===== src/rtl/multi_mode_storage_bank.sv =====
// Multi-lane storage bank: per-lane edge capture, transparent, delay-line or frozen
// behaviour selected by a registered run-time mode. Entirely flop based.
module multi_mode_storage_bank #(
  parameter int WIDTH    = 8,
  parameter int CHANNELS = 4,
  parameter int DEPTH    = 2
) (
  input  logic                        clk,
  input  logic                        rst_n,
  input  logic [1:0]                  mode,
  input  logic                        clr,
  input  logic [CHANNELS-1:0]         en,
  input  logic [CHANNELS*WIDTH-1:0]   d,
  output logic [CHANNELS*WIDTH-1:0]   q,
  output logic [CHANNELS-1:0]         valid
);

  localparam logic [1:0] MODE_FLOP  = 2'b00;
  localparam logic [1:0] MODE_TRANS = 2'b01;
  localparam logic [1:0] MODE_DELAY = 2'b10;
  localparam logic [1:0] MODE_HOLD  = 2'b11;

  localparam int             FW        = $clog2(DEPTH + 1);
  localparam logic [FW-1:0]  FILL_FULL = FW'(DEPTH);

  logic [CHANNELS-1:0][DEPTH-1:0][WIDTH-1:0] stage_q, stage_d;
  logic [CHANNELS-1:0][FW-1:0]               fill_q, fill_d;
  logic [CHANNELS-1:0]                       cap_q, cap_d;
  logic [1:0]                                mode_q;
  logic                                      mode_change;

  assign mode_change = (mode != mode_q);

  // Storage follows the old mode; a mode change then wipes fill/captured but keeps data.
  always_comb begin
    stage_d = stage_q;
    fill_d  = fill_q;
    cap_d   = cap_q;
    for (int c = 0; c < CHANNELS; c++) begin
      if (clr) begin
        stage_d[c] = '0;
        fill_d[c]  = '0;
        cap_d[c]   = 1'b0;
      end else begin
        if (en[c]) begin
          case (mode_q)
            MODE_FLOP, MODE_TRANS: begin
              stage_d[c][0] = d[c*WIDTH +: WIDTH];
              cap_d[c]      = 1'b1;
            end
            MODE_DELAY: begin
              for (int k = 1; k < DEPTH; k++) begin
                stage_d[c][k] = stage_q[c][k-1];
              end
              stage_d[c][0] = d[c*WIDTH +: WIDTH];
              if (fill_q[c] != FILL_FULL) begin
                fill_d[c] = fill_q[c] + FW'(1);
              end
            end
            default: begin
            end
          endcase
        end
        if (mode_change) begin
          fill_d[c] = '0;
          cap_d[c]  = 1'b0;
        end
      end
    end
  end

  always_ff @(posedge clk or negedge rst_n) begin
    if (!rst_n) begin
      stage_q <= '0;
      fill_q  <= '0;
      cap_q   <= '0;
      mode_q  <= MODE_FLOP;
    end else begin
      stage_q <= stage_d;
      fill_q  <= fill_d;
      cap_q   <= cap_d;
      mode_q  <= mode;
    end
  end

  always_comb begin
    q     = '0;
    valid = '0;
    for (int c = 0; c < CHANNELS; c++) begin
      case (mode_q)
        MODE_FLOP: begin
          q[c*WIDTH +: WIDTH] = stage_q[c][0];
          valid[c]            = cap_q[c];
        end
        MODE_TRANS: begin
          q[c*WIDTH +: WIDTH] = en[c] ? d[c*WIDTH +: WIDTH] : stage_q[c][0];
          valid[c]            = en[c] | cap_q[c];
        end
        MODE_DELAY: begin
          q[c*WIDTH +: WIDTH] = stage_q[c][DEPTH-1];
          valid[c]            = (fill_q[c] == FILL_FULL);
        end
        default: begin
          q[c*WIDTH +: WIDTH] = stage_q[c][0];
          valid[c]            = cap_q[c] | (fill_q[c] == FILL_FULL);
        end
      endcase
    end
  end

endmodule

===== config.mk =====
export PLATFORM = sky130hd
export DESIGN_NAME = multi_mode_storage_bank
export DESIGN_NICKNAME = d
export VERILOG_FILES = /design/src/rtl/multi_mode_storage_bank.sv
export SDC_FILE = /design/constraint.sdc
export NUM_CORES = 1
export LEC_CHECK = 0
export ABC_AREA = 1
export BUFFER_PORTS_ARGS = -buffer_cell sky130_fd_sc_hd__buf_2
export CAP_MARGIN = 20
export CORE_MARGIN = 5
export CORE_UTILIZATION = 57
export CTS_CLUSTER_DIAMETER = 150
export DETAILED_ROUTE_END_ITERATION = 10
export GPL_TIMING_DRIVEN = 0
export PLACE_DENSITY_LB_ADDON = 0.1
export SKIP_LAST_GASP = 1
export SLEW_MARGIN = 30
export SYNTH_ARGS = -nofsm -noshare
export SYNTH_HDL_FRONTEND = slang
export SYNTH_SLANG_ARGS = --single-unit
export TNS_END_PERCENT = 20

===== constraint.sdc =====
create_clock -name clk -period 1.8 [get_ports clk]
set_clock_uncertainty 0.15 [all_clocks]
set_input_delay 0.09 -clock clk [delete_from_list [all_inputs] [get_ports clk]]
set_output_delay 0.09 -clock clk [all_outputs]
set_load 0.03 [all_outputs]

== After elaboration in Yosys (flattened, before gate mapping) ==
Cells that the tools add are included.
Word-level totals
  register bits: 78
  input bits: 41
  output and inout bits: 36
  logic and storage cells: 136
Operators by class
  $add $sub $neg: 4
  eq/ne operators: 11
  mux-type cells: 61
  bitwise logic cells: 8
  reduce and logical (&&, ||, !) cells: 35
Operators by type and width (number)
  two-way mux 16 bit: 8
  two-way mux 8 bit: 12
  case mux 8 bit (2 select lines): 4
  two-way mux 2 bit: 20
  nonzero test 3 bit: 10
  AND reduction 2 bit: 12
  two-way mux 1 bit: 13
  case mux 1 bit (3 select lines): 4
  AND reduction 3 bit: 4
  nonzero test 2 bit: 6
  equality test 2 bit, second input constant: 5
  adder 2 x 1 -> 2 bit, second input constant: 4
  != test 2 bit, second input constant: 4
  bitwise OR 1 bit: 8
  OR reduction 3 bit: 1
  equality test 2 x 1 -> 1 bit, second input constant: 1
  zero test 2 bit: 1
  != test 2 bit: 1
  OR reduction 2 bit: 1

== Depth between registers and ports, before layout ==
Gate-level depths: netlist (run 1).
  word-level depth: 6
  mapped depth: 8
  depth with buffers taken out: 8

== Worst setup path after synthesis (run 1) ==
OpenSTA, ideal clock, no wires.
  path kind: reg-to-output
  start: reg mode_q[0]
  end: out valid[0]
  arrival: 1.700 ns
  data required time: 1.560 ns
  slack: -0.140 ns
  cell stages (with the launch flop): 7
  path buffers: 1
  cell sequence: dfrtp_1 > inv_1 > ha_1 > clkbuf_1 > nor2_1 > nor2_1 > o21ai_0
Between the ends
  cells in the longest elaborated chain, start to end: 2
  elaborated cells on any way between the ends: 4
  classes of those cells: eq/ne (2); mux (1); reduce/logical (1)
RTL lines
  start: declaration: RTL line 29  | logic [1:0] mode_q;
  start signal: assignment: RTL line 82  | mode_q <= mode;
  equality test 2 bit, or another cell as far along: RTL line 90  | case (mode_q)
  case mux 1 bit (3 select lines) *: RTL line 90
  end: declaration: RTL line 15  | output logic [CHANNELS-1:0] valid
Every way passes the cells marked *; elsewhere a longest branch is shown, timed or not.

== Worst setup path in the final report (run 1) ==
Ends and elaborated chain as after synthesis.

==> results of run 1 <==
==> cells in the mapped netlist <==
| master | number |
|---|---|
| nand2_1 | 162 |
| inv_1 | 82 |
| dfrtp_1 | 78 |
| nand3_1 | 63 |
| o21ai_0 | 62 |
| o21ai_2 | 26 |
| o21ai_1 | 25 |
| nor2_1 | 14 |
| buf_6 | 13 |
| ha_1 | 8 |
| nand3_2 | 6 |
| o21ai_4 | 6 |
| a21oi_1 | 5 |
| clkinv_1 | 4 |
| inv_2 | 4 |
| buf_1 | 3 |
| clkbuf_2 | 3 |
| a21oi_4 | 2 |
| buf_2 | 2 |
| buf_4 | 2 |
| clkbuf_1 | 2 |
| nand4_1 | 2 |
| nor3_1 | 2 |
| a31o_2 | 1 |
| inv_4 | 1 |
| inv_8 | 1 |
| nor2_2 | 1 |
| or2_1 | 1 |
| xor2_1 | 1 |
==> state kept, by name (all words and copies together), names as in the netlist <==
signal,cells
mode_q,2
fill_q,8
stage_q,64
cap_q,4
==> worst register-to-register path, stage by stage, from the launching register on <==
cell and delay (ns):
dfrtp_1 0.43, buf_6 0.14, buf_4 0.12, ha_1 0.35, o21ai_4 0.35, buf_6 0.21
nand3_1 0.08, o21ai_1 0.08
==> repair_timing <==
action	in CTS	in global routing
setup endpoints to repair	49	97
gates cloned	1	1
pin swaps	6	11
hold endpoints to repair	119	0
buffers inserted	13	6
resized for setup	152	34
hold buffers	39	0
==> layer usage <==
metal,GRT usage (%),vias to the layer above,wire length [um]
met5,0,-,0
met1,36.88,2182,5305
li1,-,2151,-
met2,47.47,212,6832
met3,5.096,36,1064
met4,9.874,0,334
==> logic make-up after synthesis <==
group	count (synthesis)
compound gates	127
buf+inv	117
fa+ha+maj	8
simple gates	251
xor+xnor	1
flops	78
==> worst paths after layout <==
kind,end,slack [ns],cells past startpoint
min,stage_q[8],0.02,2
max in group asynchronous,stage_q[49],0.93,3
min in group clk,stage_q[32],0.10,5
max reg2reg,stage_q[6],-0.18,7
max,valid[0],-0.26,7
min reg2reg,fill_q[4],0.35,2
==> power breakdown <==
group	switching, mW	internal, mW
Combinational	0.761	0.519
Sequential	0.0683	1.87
Clock	0.715	0.645
==> area by class of cell <==
class,count,area (sq um)
clock buffers,9,123.9
clock inverters,7,73.82
repair buffers,135,1181
flip-flops and latches,78,1952
repair inverters,1,6.256
plain buffers,22,269.0
inverters,92,377.9
well taps,102,127.6
multi-input cells,387,2172
fillers,496,1444
==> metrics by stage <==
stage | instance area, sq um | hold WS [ns]
floorplan | 4519 | -0.3556
global route | 6284 | 0.04504
detailed placement | 5056 | -0.1598
global placement | 5022 | 0.08617
CTS | 6142 | 0.001049
finish | 6284 | 0.01948
==> out/results.tsv, run 1 <==
stage	metric	value	unit
detailed_routing	average_routed_wire_per_standard_cell	16.25	um
yosys	synthXorXnorAreaFrac	0.1938	%
global_routing	grt_pass1_vias	4654	
yosys	synth_top_family_by_area	simple AND/OR/NAND/NOR gates	
floorplan	fp.dieH	99.05	um
worst_setup_path	critical_path_startpoint	mode_q[0]	
worst_setup_path	crit_buf_inv	3	
worst_setup_path	critical_path.endpoint_type	primary output	
detailed_routing	drc	0	
worst_setup_path	critical_path.max_stage_delay	0.43	ns
timing	timing_worst_slew_pin_value	0.4708	ns
worst_setup_path	timing.critical_path.arrival	1.82	ns
yosys	syn_avg_cell_area	7.765	sq um
run_status	violations_in_the_final_reports	setup timing	
timing	timing_hold_violations_final	0	
place	port_buffers	75	
worst_setup_path	timing.critical_path.cells	buf_6, ha_4, buf_4, nor2_4, nor2_4, o21ai_0, buf_4	
worst_setup_path	crit_fanout	6	
yosys	synth_area_leaders	dfrtp_1 43%, nand2_1 13%, nand3_1 7.0%	
cts	cts-htree-levels	3	
timing	fmax	484.6	MHz
cts	clock_sink_count	78	
timing	timing.final.setup_violations	84	
pwr	leak_pwr	3.011	nW
detailed_routing	post_drt_via_cell_ratio	5.499	
detailed_routing	detailedRoute.firstIterationViolations	332	
yosys	post_synth_num_cell_types	29	
timing	postLayoutSetupSlackWorst	-0.2637	ns
finish	post_route_cells_drive_above_1_share	29.82	%
job	number_of_maximum_capacitance_constraint_violations	0	
place	minimum_setup_slack_after_placement	-0.5697	ns
pwr	report.power.total	4.577	mW
cts	number_of_buffers_added_by_the_clock_tree_synthesis_step	9	
floorplan	placement_rows	32	
worst_setup_path	crit_slowest_cell	dfrtp_1	
floorplan	floorplan.initialDensity	58.48	%
place	numPlacedInstances	760	
finish	syn_to_final_growth	39.04	%
yosys	synth_warnings	0	
timing	layout_worst_path_cycle_share	114.7	%
worst_setup_path	critical_register_to_register_path_startpoint	mode_q[0]	
timing	finalSetupTns	-12.82	ns
global_routing	grt_pass1_wl	22.31	mm
timing	rsz0062_at_grt	true	
yosys	synthMuxAreaShare	0	%
hold_path	timing.hold.worst.class	primary input to asynchronous set/reset pin	
worst_setup_path	cp.required	1.56	ns
place	hpwlAfterDp	8.382	mm
finish	layout.nets	775	
global_routing	grt_antenna_before_repair	0	
detailed_routing	drt_wl_total	13.54	mm
timing	worst_slew_margin_rel	68.61	%
finish	final-instance-count-excl-fill	833	
detailed_routing	ant_nets	0	
yosys	synth_largest_type_area_fraction	43.19	%
timing	final_max_slew_viol_count	0	
yosys	synth_seq_cells	78	
global_routing	grt_usage	28.33	%
cts	clock_tree.buffer_depth	2	
yosys	synth_area	4519	sq um
floorplan	dieArea	9810	sq um
yosys	yosys.area_share.adder	2.215	%
floorplan	floorplan.core_area	7727	sq um
floorplan	die_x	99.05	um
cts	tritoncts_clock_tree	built	
place	routabilityCongestion	0.8748	
floorplan	pin_count	77	
global_routing	globalRoute.totalOverflow	0	
run_status	outcome	finished with violations	
detailed_routing	detailroute.via_count	4581	
worst_setup_path	setup.worst_path.start_class	register	
detailed_routing	firstDrtPassIters	5	
worst_setup_path	crit_type	register to primary output	
cts	clk_pin_slew	0.09	ns
worst_setup_path	crit_family	buffers and inverters	
yosys	ys_seq_area_share	43.19	%
finish	final_cell_mix	155 x nand2_1, 79 x inv_1, 78 x dfrtp_1, 63 x nand3_1, 52 x buf_6	
yosys	synth_compound_area_share	18.30	%
yosys	synth_simple_gate_area_share	23.70	%
finish	mostFrequentLayoutCell	nand2_1	
yosys	syn_nets	631	
pwr	maximum_vdd_ir_drop	471.7	uV
finish	num_antenna_cells	0	
global_routing	grt_max_degree	49	
cts	clock_tree.root_cell	clkbuf_8	
finish	fin_util	81.31	%
pwr	cellPowerDensity	728.4	nW/um^2
cts	worstSkewPairLatency	0.36	ns
timing	period_needed	2.064	ns
yosys	synth_cells	582	
yosys	dominant_cell_type_by_area_after_synthesis	dfrtp_1	
No activity file was read; power rests on OpenSTA's default activity.
==> run 2: changes to the inputs <==
--- a/config.mk
+++ b/config.mk
@@ -14,6 +14,7 @@
 export DETAILED_ROUTE_END_ITERATION = 10
 export GPL_TIMING_DRIVEN = 0
 export PLACE_DENSITY_LB_ADDON = 0.1
+export SKIP_CTS_REPAIR_TIMING = 1
 export SKIP_LAST_GASP = 1
 export SLEW_MARGIN = 30
 export SYNTH_ARGS = -nofsm -noshare
==> run 2 against run 1 <==
The flow finishes with violations (hold timing, setup timing). Power decreased by 3.4%. Hold slack worse by 0.035 ns. Design area fell by 6.0%. Routed wire length decreased by 6.5%. Cell count decreased by 2.0%. Sequential share of layout area rose by 2.0 points. First-iteration DRC count decreased by 30%. Flip-flop and latch count stayed put. Critical path depth unchanged. Non-clock buffer count decreased by 16. Critical path type unchanged. Largest cell class unchanged.
==> out/results.tsv, run 2 (same netlist as run 1, synthesis figures left out) <==
stage	metric	value	unit
detailed_routing	drt_wl_total	12.66	mm
worst_setup_path	crit_type	register to primary output	
place	numPlacedInstances	760	
finish	mostFrequentLayoutCell	nand2_1	
global_routing	grt_max_degree	49	
global_routing	grt_usage	25.69	%
detailed_routing	topmost_layer_with_routed_signal_wires	met4	
global_routing	globalRoute.totalOverflow	0	
detailed_routing	dr_wl_met2	6.383	mm
cts	tritoncts_clock_tree	built	
finish	layout.nets	758	
floorplan	dieArea	9810	sq um
worst_setup_path	critical_path_startpoint	mode_q[1]	
floorplan	floorplan.initialDensity	58.48	%
worst_setup_path	crit_fanout	8	
cts	clock_tree.buffer_depth	2	
finish	final_cell_mix	154 x nand2_1, 79 x inv_1, 77 x dfrtp_1, 63 x nand3_1	
timing	timing_worst_slew_pin_value	0.4686	ns
global_routing	grt_pass1_vias	4242	
pwr	leak_pwr	2.818	nW
timing	timing.final.setup_violations	46	
cts	clock_tree.root_cell	clkbuf_8	
finish	post_route_cells_drive_above_1_share	26.47	%
run_status	outcome	finished with violations	
timing	rsz0062_at_grt	true	
place	minimum_setup_slack_after_placement	-0.5697	ns
detailed_routing	detailedRoute.firstIterationViolations	233	
finish	num_antenna_cells	0	
finish	syn_to_final_growth	30.65	%
timing	postLayoutSetupSlackWorst	-0.4778	ns
finish	largest-register	stage_q	
hold_path	timing.hold.worst.start	en[3]	
floorplan	placement_rows	32	
cts	clk_pin_slew	0.08	ns
worst_setup_path	critical_register_to_register_path_startpoint	mode_q[0]	
place	port_buffers	75	
detailed_routing	average_routed_wire_per_standard_cell	15.51	um
worst_setup_path	cp.required	1.56	ns
place	detailed_place.area	5056	sq um
detailed_routing	met1Wirelength	5.205	mm
detailed_routing	post_drt_via_cell_ratio	5.467	
finish	final-instance-count-excl-fill	816	
job	number_of_maximum_capacitance_constraint_violations	0	
place	routabilityCongestion	0.8748	
timing	period_needed	2.278	ns
worst_setup_path	setup.worst_path.start_class	register	
pwr	report.power.total	4.422	mW
detailed_routing	firstDrtPassIters	5	
cts	worstSkewPairLatency	0.35	ns
detailed_routing	detailroute.via_count	4461	
worst_setup_path	timing.critical_path.arrival	2.04	ns
global_routing	grt_antenna_before_repair	0	
floorplan	die_x	99.05	um
finish	flip_flop_count_of_the_largest_register_after_layout	64	
timing	final_max_slew_viol_count	0	
floorplan	floorplan.core_area	7727	sq um
timing	layout_worst_path_cycle_share	126.5	%
cts	clock_sink_count	78	
hold_path	timing.hold.worst.class	primary input to register	
timing	timing_hold_violations_final	1	
finish	fin_util	76.41	%
pwr	cellPowerDensity	748.9	nW/um^2
worst_setup_path	critical_path.endpoint_type	primary output	
finish	reg_top3	stage_q (64), fill_q (8), cap_q (4)	
global_routing	grt_pass1_wl	20.47	mm
timing	final.hold.worst_slack	-0.01536	ns
detailed_routing	drc	0	
floorplan	pin_count	77	
cts	cts-htree-levels	3	
detailed_routing	dr_wl_met3	859	um
timing	fmax	439.0	MHz
finish	post-route-cell-area	5904	sq um
detailed_routing	ant_nets	0	
timing	worst_slew_margin_rel	68.76	%
run_status	violations_in_the_final_reports	hold timing, setup timing	
place	hpwlAfterDp	8.382	mm
floorplan	fp.dieH	99.05	um
cts	number_of_buffers_added_by_the_clock_tree_synthesis_step	9	
pwr	maximum_vdd_ir_drop	499.9	uV
-- run 2: cell type report --
class	count	area [sq um]
buffer	23	209.0
clock buffer	9	123.9
clock inverter	7	73.82
fill	584	1823
inverter	92	370.4
multi-input combinational	387	2101
sequential	78	1953
tap	102	127.6
timing repair buffer	118	945.9
-- run 2: worst max-delay path, cell delays in order (launching register included) --
cell        delay, ns
dfrtp_1          0.43
inv_2            0.14
ha_4             0.20
clkinvlp_4       0.21
o21ai_4          0.35
nand2_2          0.08
nand2_1          0.11
buf_4            0.17
-- run 2: final timing paths --
check / end / slack [ns] / cells past startpoint
setup reg to reg: stage_q[6] / -0.07 / 6
hold / removal: cap_q[3] / -0.02 / 3
hold reg to reg: fill_q[4] / 0.34 / 2
setup / recovery: q[7] / -0.48 / 7
min in group asynchronous: stage_q[8] / 0.03 / 2
max in group asynchronous: stage_q[49] / 0.92 / 3
-- run 2: layer usage --
layer,up-vias,global-route usage [%]
met5,-,0
met4,0,9.874
met3,24,4.034
met2,178,40.91
met1,2146,35.30
li1,2113,-
-- run 2: stage by stage --
| stage | hold WS [ns] | TNS, ns |
|---|---|---|
| 2_1_floorplan | -0.3556 | -0.5612 |
| 3_3_place_gp | 0.08617 | -24.08 |
| 3_5_place_dp | -0.1598 | -16.44 |
| 4_1_cts | -0.5485 | -31.22 |
| 5_1_grt | 0.007422 | -22.90 |
| 6_report | -0.01536 | -16.09 |
-- run 2: power by group --
part           switching [mW]  internal (mW)
sequential             0.0690           1.87
combinational           0.716          0.427
clock                   0.697          0.646
total                    1.48           2.94
